<file path="config.mk">
export PLATFORM = sky130hd
export DESIGN_NAME = lsp_cb_search_ctrl
export DESIGN_NICKNAME = d
export VERILOG_FILES = /design/src/rtl/lsp_cb_search_ctrl.sv
export SDC_FILE = /design/constraint.sdc
export NUM_CORES = 1
export LEC_CHECK = 0
export ABC_CLOCK_PERIOD_IN_PS = 15600
export BUFFER_PORTS_ARGS = -buffer_cell sky130_fd_sc_hd__buf_2
export CORE_ASPECT_RATIO = 0.9
export CORE_MARGIN = 2
export CORE_UTILIZATION = 50
export CTS_CLUSTER_DIAMETER = 200
export DETAILED_ROUTE_END_ITERATION = 6
export GPL_ROUTABILITY_DRIVEN = 0
export PLACE_DENSITY = 0.72
export SETUP_SLACK_MARGIN = 0.1
export SLEW_MARGIN = 20
export SYNTH_ARGS = -nofsm -noshare
export SYNTH_HDL_FRONTEND = slang
export SYNTH_SLANG_ARGS = --single-unit
</file>
<file path="constraint.sdc">
create_clock -name clk -period 15.6 [get_ports clk]
set_clock_uncertainty 0.05 [all_clocks]
set_input_delay 3.12 -clock clk [delete_from_list [all_inputs] [get_ports clk]]
set_output_delay 3.12 -clock clk [all_outputs]
set_load 0.005 [all_outputs]
</file>
<file path="src/rtl/lsp_cb_search_ctrl.sv">
// lsp_cb_search_ctrl
// Nearest-entry search of one LSP value against a combinational codebook ROM.
// Each SCAN cycle reads one entry, forms |target - entry| and keeps the
// smallest error seen so far (lower index wins ties).
//
// Optional feature: define CB_SEARCH_EARLY_EXIT_EN to stop the scan as soon
// as the error starts rising (valid for monotone-increasing codebooks).
//
// Ports
//   clk       sole clock, rising edge
//   rst_n     asynchronous active-low reset
//   start     search request, sampled only in IDLE
//   target    Q15.16 value to quantise, captured on accepted start
//   rom_addr  codebook ROM address
//   rom_data  codebook word for rom_addr (same cycle)
//   busy      search in progress (SCAN and DONE)
//   done      one-cycle completion pulse
//   best_idx  index of nearest entry
//   best_err  unsigned |target - entry| of nearest entry
//
// state | meaning
// ------+-----------------------------------------------
// IDLE  | waiting for start, rom_addr held at 0
// SCAN  | one codebook entry evaluated per cycle
// DONE  | results final, done pulse, back to IDLE next

module lsp_cb_search_ctrl #(
    parameter int N       = 32,
    parameter int CB_SIZE = 16,
    parameter int ADDR_W  = 4
) (
    input  logic              clk,
    input  logic              rst_n,
    input  logic              start,
    input  logic [N-1:0]      target,
    output logic [ADDR_W-1:0] rom_addr,
    input  logic [N-1:0]      rom_data,
    output logic              busy,
    output logic              done,
    output logic [ADDR_W-1:0] best_idx,
    output logic [N-1:0]      best_err
);

    typedef enum logic [1:0] {
        IDLE = 2'd0,
        SCAN = 2'd1,
        DONE = 2'd2
    } state_t;

    state_t              state;
    state_t              state_next;
    logic [N-1:0]        target_q;
    logic [ADDR_W-1:0]   addr_q;
    logic signed [N:0]   diff;
    logic [N-1:0]        err;
    logic                first_entry;
    logic                last_entry;
    logic                better;
    logic                early_exit;

    // One extra bit keeps the difference of two N-bit signed values exact;
    // its magnitude always fits N bits unsigned.
    assign diff = $signed({target_q[N-1], target_q}) - $signed({rom_data[N-1], rom_data});
    assign err  = diff[N] ? (~diff[N-1:0] + 1'b1) : diff[N-1:0];

    assign first_entry = (addr_q == '0);
    assign last_entry  = (addr_q == ADDR_W'(CB_SIZE - 1));
    assign better      = first_entry || (err < best_err);

`ifdef CB_SEARCH_EARLY_EXIT_EN
    // Error rising past the best means a monotone codebook has moved away.
    assign early_exit = !first_entry && (err > best_err);
`else
    assign early_exit = 1'b0;
`endif

    always_comb begin
        state_next = state;
        unique case (state)
            IDLE:    if (start) state_next = SCAN;
            SCAN:    if (last_entry || early_exit) state_next = DONE;
            DONE:    state_next = IDLE;
            default: state_next = IDLE;
        endcase
    end

    always_ff @(posedge clk or negedge rst_n) begin
        if (!rst_n) begin
            state    <= IDLE;
            target_q <= '0;
            addr_q   <= '0;
            best_idx <= '0;
            best_err <= '0;
        end else begin
            state <= state_next;
            if (state == IDLE && start) begin
                target_q <= target;
            end
            if (state == SCAN && state_next == SCAN) begin
                addr_q <= addr_q + 1'b1;
            end else begin
                addr_q <= '0;
            end
            if (state == SCAN && better && !early_exit) begin
                best_idx <= addr_q;
                best_err <= err;
            end
        end
    end

    assign rom_addr = addr_q;
    assign busy     = (state != IDLE);
    assign done     = (state == DONE);

endmodule

</file>
Word level (Yosys, flattened, before mapping)
Cells that the tools add are included.
{"block": "totals", "register_bits": 74, "in_bits": 67}
{"block": "op_classes", "addsub": 3, "n_lt_le_gt_ge": 1, "n_eq_ne": 4, "muxes": 5, "n_bitwise": 1, "n_reduce_logical": 7}
{"operator": "$sub 32x32->33", "n": 1}
{"operator": "$add 32x1->32 const B", "n": 1}
{"operator": "$lt 32x32->1", "n": 1}
{"operator": "$mux 32", "n": 1}
{"operator": "$not 32->32", "n": 1}
{"operator": "$add 4x1->4 const B", "n": 1}
{"operator": "$eq 2x1->1 const B", "n": 2}
{"operator": "$eq 4x4->1 const B", "n": 1}
{"operator": "$logic_not 4->1", "n": 1}
{"operator": "$mux 2", "n": 2}
{"operator": "$mux 4", "n": 1}
{"operator": "$pmux 2 s2", "n": 1}
{"operator": "$logic_and 1x1->1", "n": 3}
{"operator": "$eq 2x2->1 const B", "n": 1}
{"operator": "$logic_not 2->1", "n": 1}
{"operator": "$reduce_bool 2->1", "n": 1}
{"operator": "$logic_or 1x1->1", "n": 1}

Depth between registers and ports, before layout
{"block": "logic_depth", "depth_word": 7, "mapped_depth": 25}

Worst setup path after synthesis
No wires, ideal clock.
{"block": "synth_timing", "kind": "input to register", "start": "input rom_data[0]", "end": "register best_err[10]", "setup_ns": 0.125, "t_arrival_ns": 7.953, "slack_ns": 7.472, "stages": 19, "path_cell_list": "ha_1 > fa_1 > nand2b_1 > nand2b_1 > a21oi_1 > xnor2_1 > or3_1 > or4b_4 > nor4b_4 > a31oi_1 > xor2_1 > ha_1 > and4_1 > nor3b_1 > nand2_1 > a21oi_1 > a2bb2oi_1 > clkbuf_1 > mux2_2"}
{"block": "synth_between", "elab_chain_len": 7}
{"element": "start, declared", "line_no": "37", "text": "input logic [N-1:0] rom_data,"}
{"element": "$sub 32x32->33 *", "line_no": "63", "text": "assign diff = $signed({target_q[N-1], target_q}) - $signed({rom_data[N-1], rom_data});"}
{"element": "$not 32->32", "line_no": "64", "text": "assign err = diff[N] ? (~diff[N-1:0] + 1'b1) : diff[N-1:0];"}
{"element": "$add 32x1->32", "line_no": "64"}
{"element": "$mux 32 *", "line_no": "64"}
{"element": "via err[27]", "line_no": "55", "text": "logic [N-1:0] err;"}
{"element": "$lt 32x32->1 *", "line_no": "68", "text": "assign better = first_entry || (err < best_err);"}
{"element": "$logic_or 1x1->1 *", "line_no": "68"}
{"element": "$logic_and 1x1->1 *", "line_no": "104", "text": "if (state == SCAN && better && !early_exit) begin"}
{"element": "end signal, assigned", "line_no": "106", "text": "best_err <= err;"}
{"element": "end, declared", "line_no": "41", "text": "output logic [N-1:0] best_err"}
The timed path passes the listed nets; every way through them passes the cells marked *.
A chain may end at the register's enable or synchronous reset.

Worst setup path in the final report
{"block": "layout_timing", "start": "input rom_data[0]", "end": "register best_err[31]"}
The elaborated chain is that of the path after synthesis.

==> run_results.csv <==
group,metric,value,unit
status,status,"finished clean",
critical_path,crit_arrival,9.41,ns
place,portBuffers,108,
global_route,grt_max_degree,75,
place,place_inst,995,
sta,rsz0062_at_grt,"no",
critical_path,worst-setup-path-type,"in2reg",
synth,yosys.cell_types.count,75,
global_route,busiest_layer,"met2",
clock_tree,cts_tree,"built",
synth,avgSynthCellArea,8.902,um2
die,io_pins,109,
clock_tree,path_clk_slew,0.06,ns
layout,n_antenna_cell,0,
die,dieArea,14260,um2
synth,muxShareOfSynthArea,10.95,%
synth,syn_area,6659,um2
critical_path,crit_buf_inv,1,
critical_path,cp-start-kind,"primary input",
synth,synth_edf_count,0,
global_route,use_met1,31.63,%
global_route,grt_pass1_vias,5832,
clock_tree,clk_latency,0.36,ns
layout,final_nets,976,
die,die_height,113.5,um
synth,synth_compound_area_share,19.13,%
global_route,grt_first_pass_wirelength,27720,um
detailed_routing,firstDrtPassIters,5,
global_route,grt.total_usage,23.70,%
sta,finalCriticalPeriod,9.222,ns
clock_tree,cts_setup_buffers,0,
clock_tree,htreeDepth,3,
critical_path,critical-path-max-stage-delay,0.60,ns
clock_tree,clockBufferDepth,2,
clock_tree,hold_buffers,0,
critical_path,worstPathRequired,15.79,ns
sta,tightest_slew,1.042,ns
sta,fmax,108.4,MHz
die,core,12830,um2
clock_tree,clock-sinks,74,
die,initial_core_util,51.89,%
critical_path,cp_top_family,"compound AO/OA/AOI/OAI gates",
global_route,gr-total-overflow,0,
synth,synth_fa_ha_area_share,12.70,%
detailed_routing,drt-initial-drc-count,401,
die,dieWidth,125.6,um
job,cap_viol_max_count,0,
layout,final_util,59.46,%
detailed_routing,wl_per_cell,16.40,um
critical_path,critPathCaptureType,"register",
synth,synth_top_family_by_area,"compound AO/OA/AOI/OAI gates",
synth,netlist_top_cells_area,"dfrtp_1, ha_1, mux2_2",
global_route,grtUsageMet3,5.206,%
synth,synth_seq_area_share,27.81,%
synth,synth_xor_area_share,6.952,%
detailed_routing,wl,16580,um
die,num_rows,39,
layout,drive_above_1_share,25.62,%
sta,period_share,59.11,%
hold_path,hold_class,"reg2reg",
sta,finalMaxSlewViolations,0,
layout,fillCellCount,1134,
layout,layout.cells.non_filler,1011,
global_route,grt_antenna_before_repair,0,
layout,mostFrequentLayoutCell,"buf_2",
detailed_routing,via_per_inst,5.892,
layout,area_delta_synth_final,14.60,%
place,place.detailed.hpwl,12700,um
global_route,met2_usage,38.23,%
critical_path,cpMaxStageDelayCell,"a2111oi_1",
synth,ys_ff_latch,74,
sta,hold_viol_final,0,
clock_tree,clock-root-buffer,"clkbuf_16",
sta,report.final.setup_viol,0,
synth,synth_top_flop_cell,"dfrtp_1",
synth,yosysTopAreaCell,"dfrtp_1",
synth,yosys_warnings,0,
clock_tree,cts-resized-gates,0,
layout,final_cell_mix,"buf_2, inv_1, dfrtp_1",
synth,yosys.area_share.simple,16.10,%
synth,synth_top_area_share,27.81,%
detailed_routing,drc,0,
synth,syn_nets,882,
synth,async_flop_share,100.0,%
critical_path,cp_max_fo,11,
clock_tree,cts_buffers,9,
critical_path,crit_chain,"buf_2 > ha_1 > fa_1 > nand2b_1 > a21oi_2 > o21ai_1 > a311o_1 > a2111oi_1 > nand3_1 > nor4b_4 > a31oi_1 > xor2_1 > ha_1 > and4_1 > a21oi_1 > a21oi_1 > a2111oi_0 > nand2_1 > a2bb2oi_4 > or3b_2 > mux2i_1 > nor4_1",
detailed_routing,num_vias,5957,
sta,finalSetupTns,0,ns
synth,syn-instance-count,748,
detailed_routing,ant_nets,0,
sta,max_slew_margin,30.39,%
==> worst paths after layout <==
kind,start,to,slack (ns),depth (start not counted)
setup reg to reg,target_q[0],best_err[31],8.89,22
hold reg to reg,best_idx[1],best_idx[1],0.43,2
max in group asynchronous,rst_n,target_q[8],11.99,1
setup / recovery,rom_data[0],best_err[31],6.38,22
min in group asynchronous,rst_n,best_err[5],2.84,1
hold / removal,best_idx[1],best_idx[1],0.43,2
==> flip-flops by register name, indices dropped and copies added, names as in the netlist <==
name	count
rom_addr	4
target_q	32
state	2
best_err	32
best_idx	4
==> cell usage after synthesis (5+ instances only) <==
cell,n
nor2b_1,7
or3_1,8
o211ai_1,7
nor2_1,43
nor3_1,14
nand4_1,12
a31oi_1,5
xor2_1,16
and2_1,6
o21ai_0,36
a21oi_2,5
and3_1,7
clkbuf_1,19
nor4_1,7
o31ai_1,8
xnor2_1,35
a21oi_1,42
buf_2,5
inv_1,78
nand2_1,49
nand2b_1,7
a21o_1,15
dfrtp_1,74
mux2_2,63
a211oi_1,10
ha_1,66
o21a_1,8
nand3_1,15
==> worst register-to-register path: stages (launching register included) <==
cell and delay (ns):
dfrtp_1 0.32, inv_1 0.04, ha_1 0.22, fa_1 0.41
nand2b_1 0.21, a21oi_2 0.21, o21ai_1 0.19, a311o_1 0.45
a2111oi_1 0.61, nand3_1 0.39, nor4b_4 0.52, a31oi_1 0.18
xor2_1 0.30, ha_1 0.30, and4_1 0.22, a21oi_1 0.17
a21oi_1 0.09, a2111oi_0 0.59, nand2_1 0.20, a2bb2oi_4 0.25
or3b_2 0.47, mux2i_1 0.16, nor4_1 0.08
==> cell type report <==
cell class                 count  area (um2)  area share [%]
clock buffer                   9       225.2           2.951
clock inverter                 7       83.83           1.099
inverter                      78       292.8           3.837
multi-input combinational    569        4414           57.85
sequential                    74        1852           24.27
tap                          164       205.2           2.689
timing repair buffer         110       558.0           7.313
==> through the flow <==
stage | worst slack (ns) | hold WS (ns) | instance area, um2
floorplan | 7.472 | 0.4233 | 6659
global placement | 6.437 | 0.4126 | 7322
detailed placement | 6.221 | 0.4218 | 7322
CTS | 6.567 | 0.4364 | 7631
global route | 6.154 | 0.4731 | 7631
finish | 6.378 | 0.4335 | 7631
==> cell families (layout without fill, tap and decap cells) <==
logic type / after synthesis / in the layout
buf+inv: 105 / 204
flops: 74 / 74
simple gates: 200 / 200
mux: 65 / 65
fa+ha+maj: 67 / 67
compound gates: 185 / 185
xor+xnor: 52 / 52
==> layer usage <==
metal  vias up  part of all wire (%)  wire length [um]
met5         -                     0                 0
met3        30                   6.6              1088
met2       215                    45              7515
met4         0                   2.0               330
li1       2891                     -                 -
met1      2821                    46              7644
Power is left out: the tool's default activity adds up to more than one toggle a clock period on the data nets, which glitch-free logic cannot reach.
